==> config.mk <==
export PLATFORM = sky130hd
export DESIGN_NAME = serial_sub
export DESIGN_NICKNAME = d
export VERILOG_FILES = /design/src/rtl/serial_sub_pkg.sv /design/src/rtl/one_bit_sub.sv /design/src/rtl/serial_sub.sv
export SDC_FILE = /design/constraint.sdc
export NUM_CORES = 1
export LEC_CHECK = 0
export ABC_AREA = 1
export CORE_MARGIN = 1
export CORE_UTILIZATION = 58
export CTS_BUF_LIST = sky130_fd_sc_hd__clkbuf_4 sky130_fd_sc_hd__clkbuf_8
export DETAILED_ROUTE_END_ITERATION = 8
export PLACE_DENSITY = 0.86
export SETUP_SLACK_MARGIN = 0.2
export SYNTH_ARGS = -nofsm -noshare
export SYNTH_HDL_FRONTEND = slang
export SYNTH_SLANG_ARGS = --single-unit
==> constraint.sdc <==
create_clock -name clk -period 2.8 [get_ports clk]
set_clock_uncertainty 0.1 [all_clocks]
set_input_delay 0.42 -clock clk [delete_from_list [all_inputs] [get_ports clk]]
set_output_delay 0.42 -clock clk [all_outputs]
set_load 0.05 [all_outputs]
==> src/rtl/serial_sub_pkg.sv <==
// Shared types and defaults for the bit-serial subtractor.
package serial_sub_pkg;

  typedef enum logic [1:0] {
    S_IDLE = 2'd0,
    S_RUN  = 2'd1,
    S_DONE = 2'd2
  } state_t;

  localparam int DEFAULT_WIDTH = 8;

endpackage

==> src/rtl/one_bit_sub.sv <==
// Combinational full subtractor: d = x - y - bin, with borrow-out.
module one_bit_sub (
  input  logic x,
  input  logic y,
  input  logic bin,
  output logic d,
  output logic bout
);

  assign d    = x ^ y ^ bin;
  assign bout = (~x & y) | (~(x ^ y) & bin);

endmodule

==> src/rtl/serial_sub.sv <==
// Bit-serial subtractor: diff = a - b - b_in, one bit per clock, LSB first,
// behind a start/done handshake.
module serial_sub
  import serial_sub_pkg::*;
#(
  parameter int WIDTH = DEFAULT_WIDTH
) (
  input  logic             clk,
  input  logic             rst,
  input  logic             start,
  input  logic [WIDTH-1:0] a,
  input  logic [WIDTH-1:0] b,
  input  logic             b_in,
  output logic             busy,
  output logic             done,
  output logic [WIDTH-1:0] diff,
  output logic             b_out,
  output logic             ovf
);

  localparam int CW = $clog2(WIDTH);

  state_t           state_reg, state_next;
  logic [WIDTH-1:0] sa_reg, sb_reg, res_reg, diff_reg;
  logic [CW-1:0]    cnt_reg;
  logic             br_reg, a_msb_reg, b_msb_reg, b_out_reg, ovf_reg;
  logic             accept, last;
  logic             bit_d, bit_bout;
  logic [WIDTH-1:0] res_next;

  one_bit_sub u_cell (
    .x    (sa_reg[0]),
    .y    (sb_reg[0]),
    .bin  (br_reg),
    .d    (bit_d),
    .bout (bit_bout)
  );

  assign res_next = {bit_d, res_reg[WIDTH-1:1]};

  always_ff @(posedge clk or posedge rst) begin
    if (rst) state_reg <= S_IDLE;
    else     state_reg <= state_next;
  end

  always_comb begin
    state_next = state_reg;
    accept     = 1'b0;
    last       = 1'b0;
    busy       = 1'b0;
    done       = 1'b0;
    case (state_reg)
      S_IDLE: begin
        if (start) begin
          accept     = 1'b1;
          state_next = S_RUN;
        end
      end
      S_RUN: begin
        busy = 1'b1;
        if (cnt_reg == CW'(WIDTH - 1)) begin
          last       = 1'b1;
          state_next = S_DONE;
        end
      end
      S_DONE: begin
        done = 1'b1;
        // A start in the completion cycle chains straight into the next op.
        if (start) begin
          accept     = 1'b1;
          state_next = S_RUN;
        end else begin
          state_next = S_IDLE;
        end
      end
      default: state_next = S_IDLE;
    endcase
  end

  always_ff @(posedge clk or posedge rst) begin
    if (rst) begin
      sa_reg    <= '0;
      sb_reg    <= '0;
      res_reg   <= '0;
      cnt_reg   <= '0;
      br_reg    <= 1'b0;
      a_msb_reg <= 1'b0;
      b_msb_reg <= 1'b0;
      diff_reg  <= '0;
      b_out_reg <= 1'b0;
      ovf_reg   <= 1'b0;
    end else if (accept) begin
      sa_reg    <= a;
      sb_reg    <= b;
      res_reg   <= '0;
      cnt_reg   <= '0;
      br_reg    <= b_in;
      a_msb_reg <= a[WIDTH-1];
      b_msb_reg <= b[WIDTH-1];
    end else if (state_reg == S_RUN) begin
      sa_reg  <= {1'b0, sa_reg[WIDTH-1:1]};
      sb_reg  <= {1'b0, sb_reg[WIDTH-1:1]};
      res_reg <= res_next;
      br_reg  <= bit_bout;
      cnt_reg <= cnt_reg + 1'b1;
      // Published results only change here, so they hold through IDLE.
      if (last) begin
        diff_reg  <= res_next;
        b_out_reg <= bit_bout;
        ovf_reg   <= (a_msb_reg != b_msb_reg) && (bit_d != a_msb_reg);
      end
    end
  end

  assign diff  = diff_reg;
  assign b_out = b_out_reg;
  assign ovf   = ovf_reg;

endmodule

==> impl_table.tex <==
\begin{tabular}{lr}
\hline
Metric & Value \\
\hline
\multicolumn{2}{l}{\textbf{STA}} \\
\quad Summed negative setup slack over all endpoints & 0 ns \\
\quad Shortest clock period the worst path allows after layout & 2.27 ns \\
\quad Max Fclk & 440 MHz \\
\quad Final setup viols & 0 \\
\quad Final-report hold violation count & 0 \\
\quad Normalized max-slew margin & 0.662 \\
\quad Final slew viol count & 0 \\
\quad Post-route fraction of the period consumed by the critical path & 0.811 \\
\quad RSZ-0062 raised after global routing & no \\
\quad Transition at the pin with the smallest max-transition slack & between 0.5 and 0.6 ns \\
\multicolumn{2}{l}{\textbf{Global routing}} \\
\quad Largest net degree at the start of global routing & 42 \\
\quad Vias in the first global route & roughly 1,400 \\
\quad Number of antenna violations at the first check in global routing & 0 \\
\quad Overall track demand over capacity in global routing & 0.231 \\
\quad Overall overflow remaining after global route & 0 \\
\quad Global-route wire length before repair & a little under 6000 microns \\
\multicolumn{2}{l}{\textbf{Run status}} \\
\quad Failing checks & design-rule violations \\
\quad Result of the run & finished with violations \\
\multicolumn{2}{l}{\textbf{Critical path}} \\
\quad Startpoint type of the worst setup path & flop \\
\quad Path type of the worst setup path & flop to output pin \\
\quad Register-to-register setup slack & $\sim$1.3 ns \\
\quad Endpoint type of the worst setup path & output pin \\
\quad Data required time at the worst endpoint & 2.28 ns \\
\quad Slowest cell on the critical path & sky130\_fd\_sc\_hd\_\_clkdlybuf4s50\_1 \\
\quad Worst path max stage delay & about 0.81 ns \\
\quad Launching point of the worst reg2reg path & state\_reg[0] \\
\quad CP cell instances & inv\_1, nor2\_1, clkdlybuf4s50\_1 \\
\quad Reg2reg path depth & 6 \\
\quad Kind of cell adding the most delay to the critical path & buffers and inverters \\
\quad WP data arrival & 1.75 ns \\
\quad Endpoint of the worst register-to-register path & diff[6] \\
\quad Crit path max fanout & 2 \\
\quad Buffer and inverter count on the worst path & 2 \\
\quad CP Depth & 3 \\
\multicolumn{2}{l}{\textbf{Synthesis}} \\
\quad Number of enable flip-flop cells after synthesis & 0 \\
\quad Library cells used by synthesis & 17 \\
\quad Dominant cell type by area after synthesis & sky130\_fd\_sc\_hd\_\_dfrtp\_1 \\
\quad Top cell type's share of synthesized area & 0.553 \\
\quad Top post-synthesis cells by area & sky130\_fd\_sc\_hd\_\_dfrtp\_1, sky130\_fd\_sc\_hd\_\_nand2\_1, sky130\_fd\_sc\_hd\_\_inv\_1, sky130\_fd\_sc\_hd\_\_nand3\_1, sky130\_fd\_sc\_hd\_\_o21ai\_0 \\
\quad Number of warning messages in the yosys log & 0 \\
\quad Sequential cell area fraction in the yosys report & 0.553 \\
\quad Commonest register cell after synthesis & sky130\_fd\_sc\_hd\_\_dfrtp\_1 \\
\quad Netlist Area Pre-Place & about 1900 sq um \\
\quad Mean post-synth cell area & $\sim$8.3 sq um \\
\quad Library cell with the highest instance count after synthesis & sky130\_fd\_sc\_hd\_\_nand2\_1 \\
\quad Post-synth net total & around 250 \\
\quad Asr flop ratio synth & 1.00 \\
\quad Count of state elements after synthesis & 41 \\
\quad Syn Inst Count & about 220 \\
\quad Ranking of synthesized cells by instance count & sky130\_fd\_sc\_hd\_\_nand2\_1, sky130\_fd\_sc\_hd\_\_dfrtp\_1, sky130\_fd\_sc\_hd\_\_inv\_1 \\
\multicolumn{2}{l}{\textbf{Pwr}} \\
\quad PwrDens & 1170 nW/um\^{}2 \\
\quad Maximum VDD drop & slightly below 0.7 mV \\
\quad Leakage power of the design & 1.19 nW \\
\multicolumn{2}{l}{\textbf{Die}} \\
\quad Number of cell rows & 20 \\
\quad Die area & between 3000 and 4000 sq um \\
\quad Core outline area & around 3000 sq um \\
\quad Die Span X & slightly below 60 microns \\
\quad Number of I/O pins & 32 \\
\quad Height of the chip & slightly below 60 microns \\
\quad Initial Utilization & 0.608 \\
\multicolumn{2}{l}{\textbf{Clocking}} \\
\quad Clock Pin Slew Worst Setup and Hold Paths & approximately 0.12 ns \\
\quad Number of buffers created by CTS & 5 \\
\quad Post-CTS setup buffer count & 0 \\
\quad Number of clock sinks & around 40 \\
\quad Gates resized, CTS repair & 0 \\
\quad Cell chosen for the clock root & sky130\_fd\_sc\_hd\_\_clkbuf\_4 \\
\quad Maximum buffer depth of the clock tree & 2 \\
\quad Clock latency of the later-clocked register in the worst-skew pair & about 0.35 ns \\
\quad TritonCTS clock tree & built \\
\quad Level count of the clock H-tree & 2 \\
\quad Hold-fix buffer count after cts & 0 \\
\multicolumn{2}{l}{\textbf{Routing}} \\
\quad Antenna viol nets, final & 0 \\
\quad DRC Markers & 2 \\
\quad Via-per-instance ratio & 4.80 \\
\quad DR WL/cell & around 11 microns \\
\quad Total number of vias & roughly 1,500 \\
\quad Violation count after the first detailed-route iteration & roughly 110 \\
\quad Detailed-routing iteration count for the pre-antenna-repair pass & 6 \\
\quad Total wire length after detailed routing & about 3400 microns \\
\multicolumn{2}{l}{\textbf{Cells and area}} \\
\quad Share of post-route cells with drive strength above 1 & 0.0736 \\
\quad Syn-to-layout area delta & 21.5\% \\
\quad Post-route cell area & approximately 2300 sq um \\
\quad NumNets Final & 280 \\
\quad Sequential cell area & between 1000 and 1500 sq um \\
\quad Multi-input gate area & about 640 sq um \\
\quad Fill cells & roughly 250 \\
\quad Count of inserted antenna diode cells & 0 \\
\multicolumn{2}{l}{\textbf{Placement}} \\
\quad Final RePlAce weighted congestion & slightly below 0.8 \\
\quad HPWL Detailed & $\sim$2300 microns \\
\quad Cell area after placement & approximately 2200 sq um \\
\quad Port buffer count & 31 \\
\multicolumn{2}{l}{\textbf{Flow run}} \\
\quad Reported max-cap violation count & 0 \\
\multicolumn{2}{l}{\textbf{Min path}} \\
\quad HP Class & primary input to async pin \\
\hline
\end{tabular}
-- cell families (layout without fill, tap and decap cells) --
| family | Yosys count | in the layout | share of synthesized area |
|---|---|---|---|
| AOI/OAI and AO/OA | 20 | 20 | 0.0539 |
| adders and majority gates | 3 | 3 | 0.0243 |
| and+or+nand+nor | 118 | 118 | 0.268 |
| DFF | 41 | 41 | 0.553 |
| buffers and inverters | 41 | 76 | 0.102 |
-- cell usage in the layout, fill, tap and decap left out, types with 2 or more instances in the layout --
cell type,synthesis,routed
sky130_fd_sc_hd__nand2_1,93,93
sky130_fd_sc_hd__dfrtp_1,41,41
sky130_fd_sc_hd__inv_1,32,32
sky130_fd_sc_hd__clkdlybuf4s50_1,0,30
sky130_fd_sc_hd__nand3_1,17,17
sky130_fd_sc_hd__o21ai_0,10,10
sky130_fd_sc_hd__o21ai_1,9,9
sky130_fd_sc_hd__clkbuf_4,0,5
sky130_fd_sc_hd__buf_4,1,4
sky130_fd_sc_hd__nor2_1,3,3
sky130_fd_sc_hd__inv_4,2,2
sky130_fd_sc_hd__nor2_4,2,2
sky130_fd_sc_hd__nand2_4,2,2
sky130_fd_sc_hd__ha_1,2,2
sky130_fd_sc_hd__clkbuf_8,0,2
-- worst reg2reg max path: stages, from the launching register on --
cell	delay, ns
sky130_fd_sc_hd__dfrtp_1	0.36
sky130_fd_sc_hd__buf_4	0.25
sky130_fd_sc_hd__inv_4	0.07
sky130_fd_sc_hd__nor2_4	0.29
sky130_fd_sc_hd__nand2_4	0.21
sky130_fd_sc_hd__nand2_1	0.11
sky130_fd_sc_hd__o21ai_1	0.06
-- how the worst max path moves through the flow --
stage                 start  endpoint  slack (ns)
2_1_floorplan  state_reg[0]      done        0.96
3_3_place_gp   state_reg[1]      done        0.94
3_5_place_dp   state_reg[1]      done        0.92
4_1_cts        state_reg[1]      done        0.51
5_1_grt        state_reg[1]      done        0.43
6_report       state_reg[1]      done        0.53
-- power by group --
group          switching (mW)  internal, mW  leakage, nW
logic                   0.866         0.446        0.633
registers               0.143         0.862        0.516
clock network           0.187         0.146       0.0413
-- through the flow --
step | cells | utilization | total power, mW | hold WS [ns] | setup WS, ns
final | 302 | 0.739 | 2.65 | 0.379 | 0.529
after global routing | 302 | 0.739 | 2.87 | 0.410 | 0.429
after CTS | 302 | 0.739 | 2.67 | 0.387 | 0.511
after detailed placement | 294 | 0.716 | 2.33 | 0.360 | 0.924
after global placement | 294 | 0.716 | 2.29 | 0.356 | 0.940
after floorplan | 223 | - | 2.00 | 0.343 | 0.957
-- per-layer routing --
metal | GRT usage | routed length [microns] | vias to the layer above
met5 | 0 | 0 | -
met4 | 0.150 | 65 | 0
met3 | 0.0549 | 117 | 7
met2 | 0.345 | 1580 | 27
met1 | 0.306 | 1620 | 672
li1 | - | - | 744
-- area by class of cell --
| cell class | instances | share of cell area |
|---|---|---|
| inverter | 34 | 0.0588 |
| sequential | 41 | 0.455 |
| tap | 44 | 0.0244 |
| timing repair buffer | 34 | 0.146 |
| clock buffer | 7 | 0.0288 |
| multi-input combinational | 141 | 0.285 |
| clock inverter | 1 | 0.00222 |
No activity file was read; power rests on OpenSTA's default activity.
